File: src/rtl/construtor_caminho_pkg.sv
// Shared definitions for the path builder and its controller: FSM state
// encoding and a small helper on that encoding.
package construtor_caminho_pkg;

  localparam int ESTADO_W = 3;

  localparam logic [ESTADO_W-1:0] OCIOSO = 3'd0;
  localparam logic [ESTADO_W-1:0] LER    = 3'd1;
  localparam logic [ESTADO_W-1:0] ESPERA = 3'd2;
  localparam logic [ESTADO_W-1:0] ENVIAR = 3'd3;
  localparam logic [ESTADO_W-1:0] FIM    = 3'd4;
  localparam logic [ESTADO_W-1:0] ERRO   = 3'd5;

  // Every state except OCIOSO counts as busy.
  function automatic logic estado_ocupado(input logic [ESTADO_W-1:0] e);
    return e != OCIOSO;
  endfunction

endpackage

File: src/rtl/construtor_caminho_if.sv
// Bundle of controller, predecessor-memory and host signals around the
// path builder. master = path builder side, slave = its environment.
//
// Host stream handshake: a word transfers on every rising edge where
// cc_caminho_valido_out and host_lido_in are both high; while valido is high
// and lido is low, valido and addr hold stable; lido with valido low is
// ignored. The memory read returns data exactly one cycle after rd_en.
interface construtor_caminho_if #(
  parameter int ADDR_WIDTH = 6,
  parameter int CONT_WIDTH = ADDR_WIDTH + 1
);
  logic                  cme_construir_caminho_in;
  logic [ADDR_WIDTH-1:0] top_fonte_in;
  logic [ADDR_WIDTH-1:0] top_destino_in;
  logic                  cc_anterior_rd_en_out;
  logic [ADDR_WIDTH-1:0] cc_anterior_rd_addr_out;
  logic [ADDR_WIDTH-1:0] gma_anterior_rd_data_in;
  logic                  cc_caminho_valido_out;
  logic [ADDR_WIDTH-1:0] cc_caminho_addr_out;
  logic                  host_lido_in;
  logic [CONT_WIDTH-1:0] cc_comprimento_out;
  logic                  cc_ocupado_out;
  logic                  cc_caminho_pronto_out;
  logic                  cc_erro_out;
  logic [construtor_caminho_pkg::ESTADO_W-1:0] cc_estado_dbg_out;

  modport master (
    input  cme_construir_caminho_in, top_fonte_in, top_destino_in,
           gma_anterior_rd_data_in, host_lido_in,
    output cc_anterior_rd_en_out, cc_anterior_rd_addr_out,
           cc_caminho_valido_out, cc_caminho_addr_out, cc_comprimento_out,
           cc_ocupado_out, cc_caminho_pronto_out, cc_erro_out,
           cc_estado_dbg_out
  );

  modport slave (
    output cme_construir_caminho_in, top_fonte_in, top_destino_in,
           gma_anterior_rd_data_in, host_lido_in,
    input  cc_anterior_rd_en_out, cc_anterior_rd_addr_out,
           cc_caminho_valido_out, cc_caminho_addr_out, cc_comprimento_out,
           cc_ocupado_out, cc_caminho_pronto_out, cc_erro_out,
           cc_estado_dbg_out
  );
endinterface

File: src/rtl/construtor_caminho_pilha.sv
// pilha_caminho: LIFO holding the nodes of a path while it is walked
// backwards, so they can be replayed fonte first. Top is read straight
// from the storage array. PROFUNDIDADE must be a power of two.
module pilha_caminho #(
  parameter int ADDR_WIDTH   = 6,
  parameter int PROFUNDIDADE = 2**ADDR_WIDTH
) (
  input  logic                  clk,
  input  logic                  rst_n,
  input  logic                  push,
  input  logic                  pop,
  input  logic                  clear,
  input  logic [ADDR_WIDTH-1:0] din,
  output logic [ADDR_WIDTH-1:0] top,
  output logic                  vazio,
  output logic                  cheio
);
  localparam int PTR_W = $clog2(PROFUNDIDADE) + 1;

  logic [ADDR_WIDTH-1:0] mem_q [PROFUNDIDADE];
  logic [PTR_W-1:0]      ptr_q, ptr_d;
  logic [PTR_W-2:0]      top_idx;

  assign vazio   = (ptr_q == '0);
  assign cheio   = (ptr_q == PTR_W'(PROFUNDIDADE));
  assign top_idx = ptr_q[PTR_W-2:0] - 1'b1;
  assign top     = mem_q[top_idx];

  // Next pointer: clear wins; push and pop never arrive together.
  always_comb begin
    ptr_d = ptr_q;
    if (clear)               ptr_d = '0;
    else if (push && !cheio) ptr_d = ptr_q + 1'b1;
    else if (pop && !vazio)  ptr_d = ptr_q - 1'b1;
  end

  // Pointer register, async reset empties the stack.
  always_ff @(posedge clk or negedge rst_n) begin
    if (!rst_n) ptr_q <= '0;
    else        ptr_q <= ptr_d;
  end

  // Storage array; contents need no reset since the pointer guards them.
  always_ff @(posedge clk) begin
    if (push && !cheio && !clear) mem_q[ptr_q[PTR_W-2:0]] <= din;
  end
endmodule

File: src/rtl/construtor_caminho.sv
// Path builder: walks the predecessor memory from destino back to fonte,
// stacking every node, then streams the path fonte->destino to the host.
module construtor_caminho
  import construtor_caminho_pkg::*;
#(
  parameter int ADDR_WIDTH   = 6,
  parameter int PROFUNDIDADE = 2**ADDR_WIDTH,
  parameter int CONT_WIDTH   = ADDR_WIDTH + 1
) (
  input logic                  clk,
  input logic                  rst_n,
  construtor_caminho_if.master bus
);
  logic [ESTADO_W-1:0]   estado_q, estado_d;
  logic [ADDR_WIDTH-1:0] fonte_q, fonte_d;
  logic [ADDR_WIDTH-1:0] cur_q, cur_d;
  logic [CONT_WIDTH-1:0] comp_q, comp_d;
  logic [CONT_WIDTH-1:0] rest_q, rest_d;
  logic                  erro_q, erro_d;

  logic                  push_req, push, pop, clear;
  logic [ADDR_WIDTH-1:0] din, top;
  logic                  vazio, cheio;
  logic                  valido, aceite;

  assign valido = (estado_q == ENVIAR) && !vazio;
  assign aceite = valido && bus.host_lido_in;
  // The walk stops before the stack fills, so this gate never bites.
  assign push   = push_req && !cheio;

  pilha_caminho #(
    .ADDR_WIDTH   (ADDR_WIDTH),
    .PROFUNDIDADE (PROFUNDIDADE)
  ) u_pilha (
    .clk   (clk),
    .rst_n (rst_n),
    .push  (push),
    .pop   (pop),
    .clear (clear),
    .din   (din),
    .top   (top),
    .vazio (vazio),
    .cheio (cheio)
  );

  // Walk/stream state machine; rest counts words still to be sent.
  always_comb begin
    estado_d = estado_q;
    fonte_d  = fonte_q;
    cur_d    = cur_q;
    comp_d   = comp_q;
    rest_d   = rest_q;
    erro_d   = erro_q;
    push_req = 1'b0;
    pop      = 1'b0;
    clear    = 1'b0;
    din      = '0;
    case (estado_q)
      OCIOSO: if (bus.cme_construir_caminho_in) begin
        fonte_d  = bus.top_fonte_in;
        cur_d    = bus.top_destino_in;
        push_req = 1'b1;
        din      = bus.top_destino_in;
        comp_d   = CONT_WIDTH'(1);
        rest_d   = CONT_WIDTH'(1);
        erro_d   = 1'b0;
        estado_d = (bus.top_destino_in == bus.top_fonte_in) ? ENVIAR : LER;
      end
      LER: estado_d = ESPERA;
      ESPERA: begin
        push_req = 1'b1;
        din      = bus.gma_anterior_rd_data_in;
        comp_d   = comp_q + 1'b1;
        rest_d   = rest_q + 1'b1;
        if (bus.gma_anterior_rd_data_in == fonte_q) begin
          estado_d = ENVIAR;
        end else if (comp_q + 1'b1 == CONT_WIDTH'(PROFUNDIDADE)) begin
          estado_d = ERRO;
        end else begin
          cur_d    = bus.gma_anterior_rd_data_in;
          estado_d = LER;
        end
      end
      ENVIAR: if (aceite) begin
        pop    = 1'b1;
        rest_d = rest_q - 1'b1;
        if (rest_q == CONT_WIDTH'(1)) estado_d = FIM;
      end
      FIM: estado_d = OCIOSO;
      ERRO: begin
        erro_d   = 1'b1;
        clear    = 1'b1;
        estado_d = OCIOSO;
      end
      default: estado_d = OCIOSO;
    endcase
  end

  // State and datapath registers, async active-low reset.
  always_ff @(posedge clk or negedge rst_n) begin
    if (!rst_n) begin
      estado_q <= OCIOSO;
      fonte_q  <= '0;
      cur_q    <= '0;
      comp_q   <= '0;
      rest_q   <= '0;
      erro_q   <= 1'b0;
    end else begin
      estado_q <= estado_d;
      fonte_q  <= fonte_d;
      cur_q    <= cur_d;
      comp_q   <= comp_d;
      rest_q   <= rest_d;
      erro_q   <= erro_d;
    end
  end

  assign bus.cc_anterior_rd_en_out   = (estado_q == LER);
  assign bus.cc_anterior_rd_addr_out = (estado_q == LER) ? cur_q : '0;
  assign bus.cc_caminho_valido_out   = valido;
  assign bus.cc_caminho_addr_out     = valido ? top : '0;
  assign bus.cc_comprimento_out      = comp_q;
  assign bus.cc_ocupado_out          = estado_ocupado(estado_q);
  assign bus.cc_caminho_pronto_out   = (estado_q == FIM);
  assign bus.cc_erro_out             = erro_q;
  assign bus.cc_estado_dbg_out       = estado_q;
endmodule

File: src/flat_wrapper.sv
// flat-port wrapper written by rule: the top's interface ports become plain ports
module construtor_caminho_flat import construtor_caminho_pkg::*;
#(
  parameter int ADDR_WIDTH   = 6,
  parameter int PROFUNDIDADE = 2**ADDR_WIDTH,
  parameter int CONT_WIDTH   = ADDR_WIDTH + 1
)
  (clk, rst_n, bus_cme_construir_caminho_in, bus_top_fonte_in, bus_top_destino_in, bus_gma_anterior_rd_data_in, bus_host_lido_in, bus_cc_anterior_rd_en_out, bus_cc_anterior_rd_addr_out, bus_cc_caminho_valido_out, bus_cc_caminho_addr_out, bus_cc_comprimento_out, bus_cc_ocupado_out, bus_cc_caminho_pronto_out, bus_cc_erro_out, bus_cc_estado_dbg_out);
  construtor_caminho_if #(.ADDR_WIDTH(ADDR_WIDTH), .CONT_WIDTH(CONT_WIDTH)) bus_i ();
  input logic clk;
  input logic rst_n;
  input wire logic [$bits(bus_i.cme_construir_caminho_in)-1:0] bus_cme_construir_caminho_in;
  input wire logic [$bits(bus_i.top_fonte_in)-1:0] bus_top_fonte_in;
  input wire logic [$bits(bus_i.top_destino_in)-1:0] bus_top_destino_in;
  input wire logic [$bits(bus_i.gma_anterior_rd_data_in)-1:0] bus_gma_anterior_rd_data_in;
  input wire logic [$bits(bus_i.host_lido_in)-1:0] bus_host_lido_in;
  output wire logic [$bits(bus_i.cc_anterior_rd_en_out)-1:0] bus_cc_anterior_rd_en_out;
  output wire logic [$bits(bus_i.cc_anterior_rd_addr_out)-1:0] bus_cc_anterior_rd_addr_out;
  output wire logic [$bits(bus_i.cc_caminho_valido_out)-1:0] bus_cc_caminho_valido_out;
  output wire logic [$bits(bus_i.cc_caminho_addr_out)-1:0] bus_cc_caminho_addr_out;
  output wire logic [$bits(bus_i.cc_comprimento_out)-1:0] bus_cc_comprimento_out;
  output wire logic [$bits(bus_i.cc_ocupado_out)-1:0] bus_cc_ocupado_out;
  output wire logic [$bits(bus_i.cc_caminho_pronto_out)-1:0] bus_cc_caminho_pronto_out;
  output wire logic [$bits(bus_i.cc_erro_out)-1:0] bus_cc_erro_out;
  output wire logic [$bits(bus_i.cc_estado_dbg_out)-1:0] bus_cc_estado_dbg_out;
  assign bus_i.cme_construir_caminho_in = bus_cme_construir_caminho_in;
  assign bus_i.top_fonte_in = bus_top_fonte_in;
  assign bus_i.top_destino_in = bus_top_destino_in;
  assign bus_i.gma_anterior_rd_data_in = bus_gma_anterior_rd_data_in;
  assign bus_i.host_lido_in = bus_host_lido_in;
  assign bus_cc_anterior_rd_en_out = bus_i.cc_anterior_rd_en_out;
  assign bus_cc_anterior_rd_addr_out = bus_i.cc_anterior_rd_addr_out;
  assign bus_cc_caminho_valido_out = bus_i.cc_caminho_valido_out;
  assign bus_cc_caminho_addr_out = bus_i.cc_caminho_addr_out;
  assign bus_cc_comprimento_out = bus_i.cc_comprimento_out;
  assign bus_cc_ocupado_out = bus_i.cc_ocupado_out;
  assign bus_cc_caminho_pronto_out = bus_i.cc_caminho_pronto_out;
  assign bus_cc_erro_out = bus_i.cc_erro_out;
  assign bus_cc_estado_dbg_out = bus_i.cc_estado_dbg_out;
  construtor_caminho #(.ADDR_WIDTH(ADDR_WIDTH), .PROFUNDIDADE(PROFUNDIDADE), .CONT_WIDTH(CONT_WIDTH)) u_core (.clk(clk), .rst_n(rst_n), .bus(bus_i));
endmodule
File: config.mk
export PLATFORM = sky130hd
export DESIGN_NAME = construtor_caminho_flat
export DESIGN_NICKNAME = d
export VERILOG_FILES = /design/src/rtl/construtor_caminho_pkg.sv /design/src/rtl/construtor_caminho_if.sv /design/src/rtl/construtor_caminho_pilha.sv /design/src/rtl/construtor_caminho.sv /design/src/flat_wrapper.sv
export SDC_FILE = /design/constraint.sdc
export NUM_CORES = 1
export LEC_CHECK = 0
export CAP_MARGIN = 30
export CORE_MARGIN = 8
export CORE_UTILIZATION = 60
export CTS_BUF_LIST = sky130_fd_sc_hd__clkbuf_4 sky130_fd_sc_hd__clkbuf_8
export CTS_CLUSTER_DIAMETER = 30
export CTS_CLUSTER_SIZE = 28
export DETAILED_ROUTE_END_ITERATION = 16
export MAX_ROUTING_LAYER = met4
export PLACE_DENSITY = 0.78
export SLEW_MARGIN = 10
export SYNTH_ARGS = -nofsm -noshare
export SYNTH_HDL_FRONTEND = slang
export SYNTH_HIERARCHICAL = 1
export SYNTH_SLANG_ARGS = --single-unit
export TNS_END_PERCENT = 50
File: constraint.sdc
create_clock -name clk -period 4.6 [get_ports clk]
set_clock_uncertainty 0.2 [all_clocks]
set_input_delay 0.46 -clock clk [delete_from_list [all_inputs] [get_ports clk]]
set_output_delay 0.46 -clock clk [all_outputs]
set_load 0.05 [all_outputs]
== Word-level counts from Yosys, hierarchy flattened ==
Memory sizes are Yosys's and may differ from the RTL's.
Index checks and enable logic that the tools add are counted.
Storage, ports and cells
  bits in registers: 37
  RAM bits: 384
  bits of input ports: 22
  output and inout bits: 27
  logic and storage cells: 82
  memories: 1
Memories
  u_core.u_pilha.mem_q: depth 64, bits a word 6, read ports 1, clocked after Yosys merged registers in 0, wr ports 1, RTL line construtor_caminho_pilha.sv:20  | logic [ADDR_WIDTH-1:0] mem_q [PROFUNDIDADE];
Operators by class
  $add $sub $neg: 6
  equal/unequal tests: 15
  multiplexer cells: 31
  reduce and logical (&&, ||, !) cells: 22
Operators with widths (number)
  $mux W6: 6
  $mux W7: 5
  $pmux W6 S2: 2
  $add A7 B1 Y7 const B: 3
  $pmux W7 S3: 1
  $mux W3: 5
  $eq A7 B7 Y1 const B: 2
  $pmux W7 S2: 1
  $sub A7 B1 Y7 const B: 2
  $eq A6 B6 Y1: 2
  $pmux W3 S4: 1
  $reduce_bool A3 Y1: 3
  $ne A2 B2 Y1 const B: 4
  $eq A7 B1 Y1 const B: 1
  $logic_not A7 Y1: 1
  $mux W1: 7
  $eq A3 B2 Y1 const B: 2
  $eq A3 B3 Y1 const B: 2
  $logic_and A1 B1 Y1: 6
  $reduce_and A2 Y1: 3
  $reduce_and A3 Y1: 2
  $sub A6 B1 Y6 const B: 1
  $pmux W1 S2: 2
  $reduce_and A4 Y1: 1
  6 further kinds: 9

== Logic depth before layout (Yosys ltp) ==
  word-level depth: 10
  depth in mapped cells: 18
  gate-level depth less buffers: 13

== Cells and area by module ==
Netlist, hierarchy kept.
By module, submodules not included
  pilha_caminho: instances 1, cells an instance 849, area each 15946.5 um2, sequential area each 11706.2 um2
  construtor_caminho: instances 1, cells an instance 253, area each 2044.5 um2, sequential area each 750.7 um2

== Worst setup path before layout ==
Ideal clock, no wire load.
  kind: flip-flop to output port
  start: register u_core.u_pilha.ptr_q[0]
  end: output port bus_cc_caminho_addr_out[1]
  arrival: 3.001 ns
  data required time: 3.940 ns
  path slack: 0.939 ns
  cell stages (with the launch flop): 16
  buffers on the path: 8
  cells stage by stage: dfrtp_1 -> buf_6 -> buf_8 -> buf_6 -> buf_6 -> inv_1 -> ha_1 -> buf_2 -> buf_2 -> buf_2 -> buf_2 -> mux4_2 -> nand2_1 -> nand3_1 -> a31o_1 -> and2_1
On the way
  elaborated cells on any way between the ends: 6
  classes of those cells: add/sub: 1; mux: 1; reduce/logical: 3; memory: 1
RTL lines
  start: declaration: RTL line construtor_caminho_pilha.sv:21  | logic [PTR_W-1:0] ptr_q, ptr_d;
  start signal: assignment: RTL line construtor_caminho_pilha.sv:40  | else ptr_q <= ptr_d;
  $sub A6 B1 Y6: RTL line construtor_caminho_pilha.sv:26  | assign top_idx = ptr_q[PTR_W-2:0] - 1'b1;
  $mem_v2 Z64 W6
  via u_core.top[1]: RTL line construtor_caminho.sv:22  | logic [ADDR_WIDTH-1:0] din, top;
  $mux W6: RTL line construtor_caminho.sv:121  | assign bus.cc_caminho_addr_out = valido ? top : '0;
  end: declaration: RTL line flat_wrapper.sv:20  | output wire logic [$bits(bus_i.cc_caminho_addr_out)-1:0] bus_cc_caminho_addr_out;
The timed path passes the listed nets, and every way through them passes these cells.

== Final worst setup path ==
  start: register u_core.u_pilha.ptr_q[0]
  end: output port bus_cc_caminho_addr_out[4]
The elaborated chain is that of the path after synthesis.

==> run summary <==
Clock Latency Late Sink: 0.59 ns
Slew Limit Fails: 0
Critical path data required time: 3.94 ns
Die H: 189 um
Gr ovfl total: 0
Sequential Power Share: 0.330
Avg Inst Size Synth: 16.3 sq um
Combinational power share: 0.421
Sequential area share after synthesis: 0.692
Area Growth Syn to Fin: 15.6%
Final HPWL from detailed placement: 25,100 um
Area leader, netlist: edfxtp_1
Largest net degree at the start of global routing: 65
Ant. Diodes: 0
Worst r2r path cells: 9
Unique masters post-synth: 64
Cell row count: 63
CTS Buf Count: 75
Nets: 1,244
First-pass GRT wire length: 61,500 um
Fillers: 1,851
Mapped Area: 0.0180 sq mm
Critical R2R Launch: u_core/u_pilha/ptr_q[0]$_DFFE_PN0P_
Core area: 0.0296 sq mm
Max Cap Viol: 0
Maximum VDD drop: 504 uV
Critical Path Source: u_core/u_pilha/ptr_q[0]$_DFFE_PN0P_
Worst-path fanout max: 42
Initial Utilization: 0.609
Seq cells post-synth: 421
Internal: 9.44 mW
Mapped Cells: 1,102
Worst slew pin tran: 0.932 ns
Switching share of power: 0.384
Highest-count cells in the layout ignoring fill and taps: 384 x edfxtp_1, 167 x nand2_1, 88 x nor2_1, 78 x clkbuf_8, 63 x mux4_2
DRC errors left: 0
Mapped Nets: 1,136
CP Capture Type: primary output
Post-CTS setup buffer count: 0
Area of the multi-input gates: 0.00520 sq mm
CTS Sinks: 421
Clk root buf: clkbuf_8
Crit share post-route: 0.963
P_sw: 5.88 mW
Detailed Route WL: 39,800 um
Layout cells sized above 1: 0.213
Vias in the first global route: 10,700
Chip width: 189 um
Util after Layout: 0.703
Critical Path AT: 3.77 ns
Most common cell after layout, fill and taps aside: edfxtp_1
FMAX: 0.226 GHz
First DRT Iteration DRCs: 1,115
Initial antenna violation count: 0
Post-synth top flop: edfxtp_1
I/O pins: 49
Post-synth EDFFs: 384
Die area: 0.0358 sq mm
Tmin final: 4.43 ns
Routability cong.: 0.833
Startpoint Class: flop
Routed wire per std cell: 24.0 um
Vias: 10,500
Pwr per Cell Area: 737 mW/mm^2
Ys async rst share: 0.0879
Hold Path Class: input pin to asynchronous set/reset pin
Final setup viols: 0
Clock Power Share: 0.249
Post-synth top area share: 0.641
Reg clk slew, reported paths: 0.06 ns
RSZ-0062 raised after global routing: no
ANT nets after route: 0
Setup tns final: 0 ns
Yosys warns: 6
Critical Setup Path Class: flop to primary output
Number of I/O port buffers: 48
Ranking of synthesized cells by area: edfxtp_1 64%, mux4_2 7.9%, dfrtp_1 5.1%, mux4_1 4.8%, nand2_1 3.6%
Drt first pass iters: 5
Total leakage power: 7.24 nW
Final hold vios: 0
Reg area: 0.0125 sq mm
Max Root-Sink Buffers: 3
H-tree depth: 3
Slew margin rel.: 0.377
Hold WS: 0.0136 ns
GRT Total Usage: 0.230
Vias per cell: 6.34
CTS tree: built
Outcome: complete, no violations
## path summary, 6_finish.rpt
| check | slack [ns] | to |
|---|---|---|
| worst max-delay path | 0.17 | bus_cc_caminho_addr_out[4] |
| worst min-delay path | 0.01 | u_core/bus.cc_comprimento_out[5]$_DFFE_PN0P_ |
| worst max register to register | 0.62 | u_core/u_pilha/mem_q[11][0]$_DFFE_PP_ |
| worst min register to register | 0.28 | u_core/cur_q[4]$_DFFE_PN0P_ |
| max in group asynchronous | 3.77 | u_core/u_pilha/ptr_q[0]$_DFFE_PN0P_ |
| min in group clk | 0.26 | u_core/fonte_q[4]$_DFFE_PN0P_ |
## flip-flops by register name, indices dropped and copies added, names as in the netlist
register	cells
u_core/u_pilha/mem_q	384
u_core/bus.cc_comprimento_out	7
u_core/rest_q	7
u_core/u_pilha/ptr_q	7
u_core/cur_q	6
u_core/fonte_q	6
u_core/bus.cc_estado_dbg_out	3
u_core/bus.cc_erro_out	1
## through the flow
stage / cells / instance area, sq um / power, mW / setup slack [ns]
global placement: 1516 / 19000 / 11.3 / 0.451
detailed placement: 1521 / 19100 / 11.5 / 0.580
global route: 1659 / 20800 / 16.0 / 0.00562
finish: 1659 / 20800 / 15.3 / 0.168
floorplan: 1102 / 18000 / 9.51 / 0.939
CTS: 1658 / 20800 / 15.4 / 0.165
## critical path: stages, from the launching register on
cell	delay, ns
dfrtp_4	0.69
clkbuf_8	0.51
o21ai_0	0.24
nor3_1	0.17
a31oi_1	0.06
o22ai_1	0.52
a32oi_1	0.33
a31o_1	0.27
and2_1	0.16
buf_4	0.19
## area by class of cell
class	count	area share
flip-flops and latches	421	0.599
multi-input cells	608	0.250
clock buffers	85	0.0539
repair buffers	92	0.0435
clock inverters	51	0.0276
well taps	390	0.0235
inverters	12	0.00217
## timing repair
item,4_1_cts,5_1_grt
hold buffers,1,0
endpoints found under the setup margin,2,2
hold endpoints to repair,37,0
gates resized for setup,1,1
cloned,0,0
## power groups by stage
stage / Sequential, mW / Clock (mW) / Combinational (mW)
after detailed placement: 5.13 / 0 / 6.34
after global routing: 5.09 / 4.05 / 6.86
after floorplan: 5.11 / 0 / 4.40
final: 5.06 / 3.81 / 6.46
after global placement: 5.14 / 0 / 6.12
after CTS: 5.05 / 3.88 / 6.41
## cell families after synthesis
family	share of synthesized area
flip-flops	0.692
multiplexers	0.135
adder cells (fa/ha/maj)	0.00876
AND/OR/NAND/NOR	0.0881
buffers and inverters	0.0218
AO/OA/AOI/OAI	0.0415
XOR/XNOR	0.0122
## metal layers
metal,part of all wire,vias to the layer above,global-route usage
li1,-,4537,-
met1,0.39,5351,0.290
met2,0.50,534,0.369
met3,0.077,96,0.0447
met4,0.032,0,0.0851
met5,0,-,-
## synthesized netlist by cell type (11+ instances only)
master    count
inv_1        12
nand2_1     173
mux4_1       33
a31oi_1      19
dfrtp_1      37
nor2_1       88
and2_1       16
edfxtp_1    384
buf_2        27
mux4_2       63
o21ai_0      18
a21oi_1      14
clkbuf_1     14
xnor2_1      16
ha_1         11
nand3_1      30
Power figures use the tool's default switching activity.
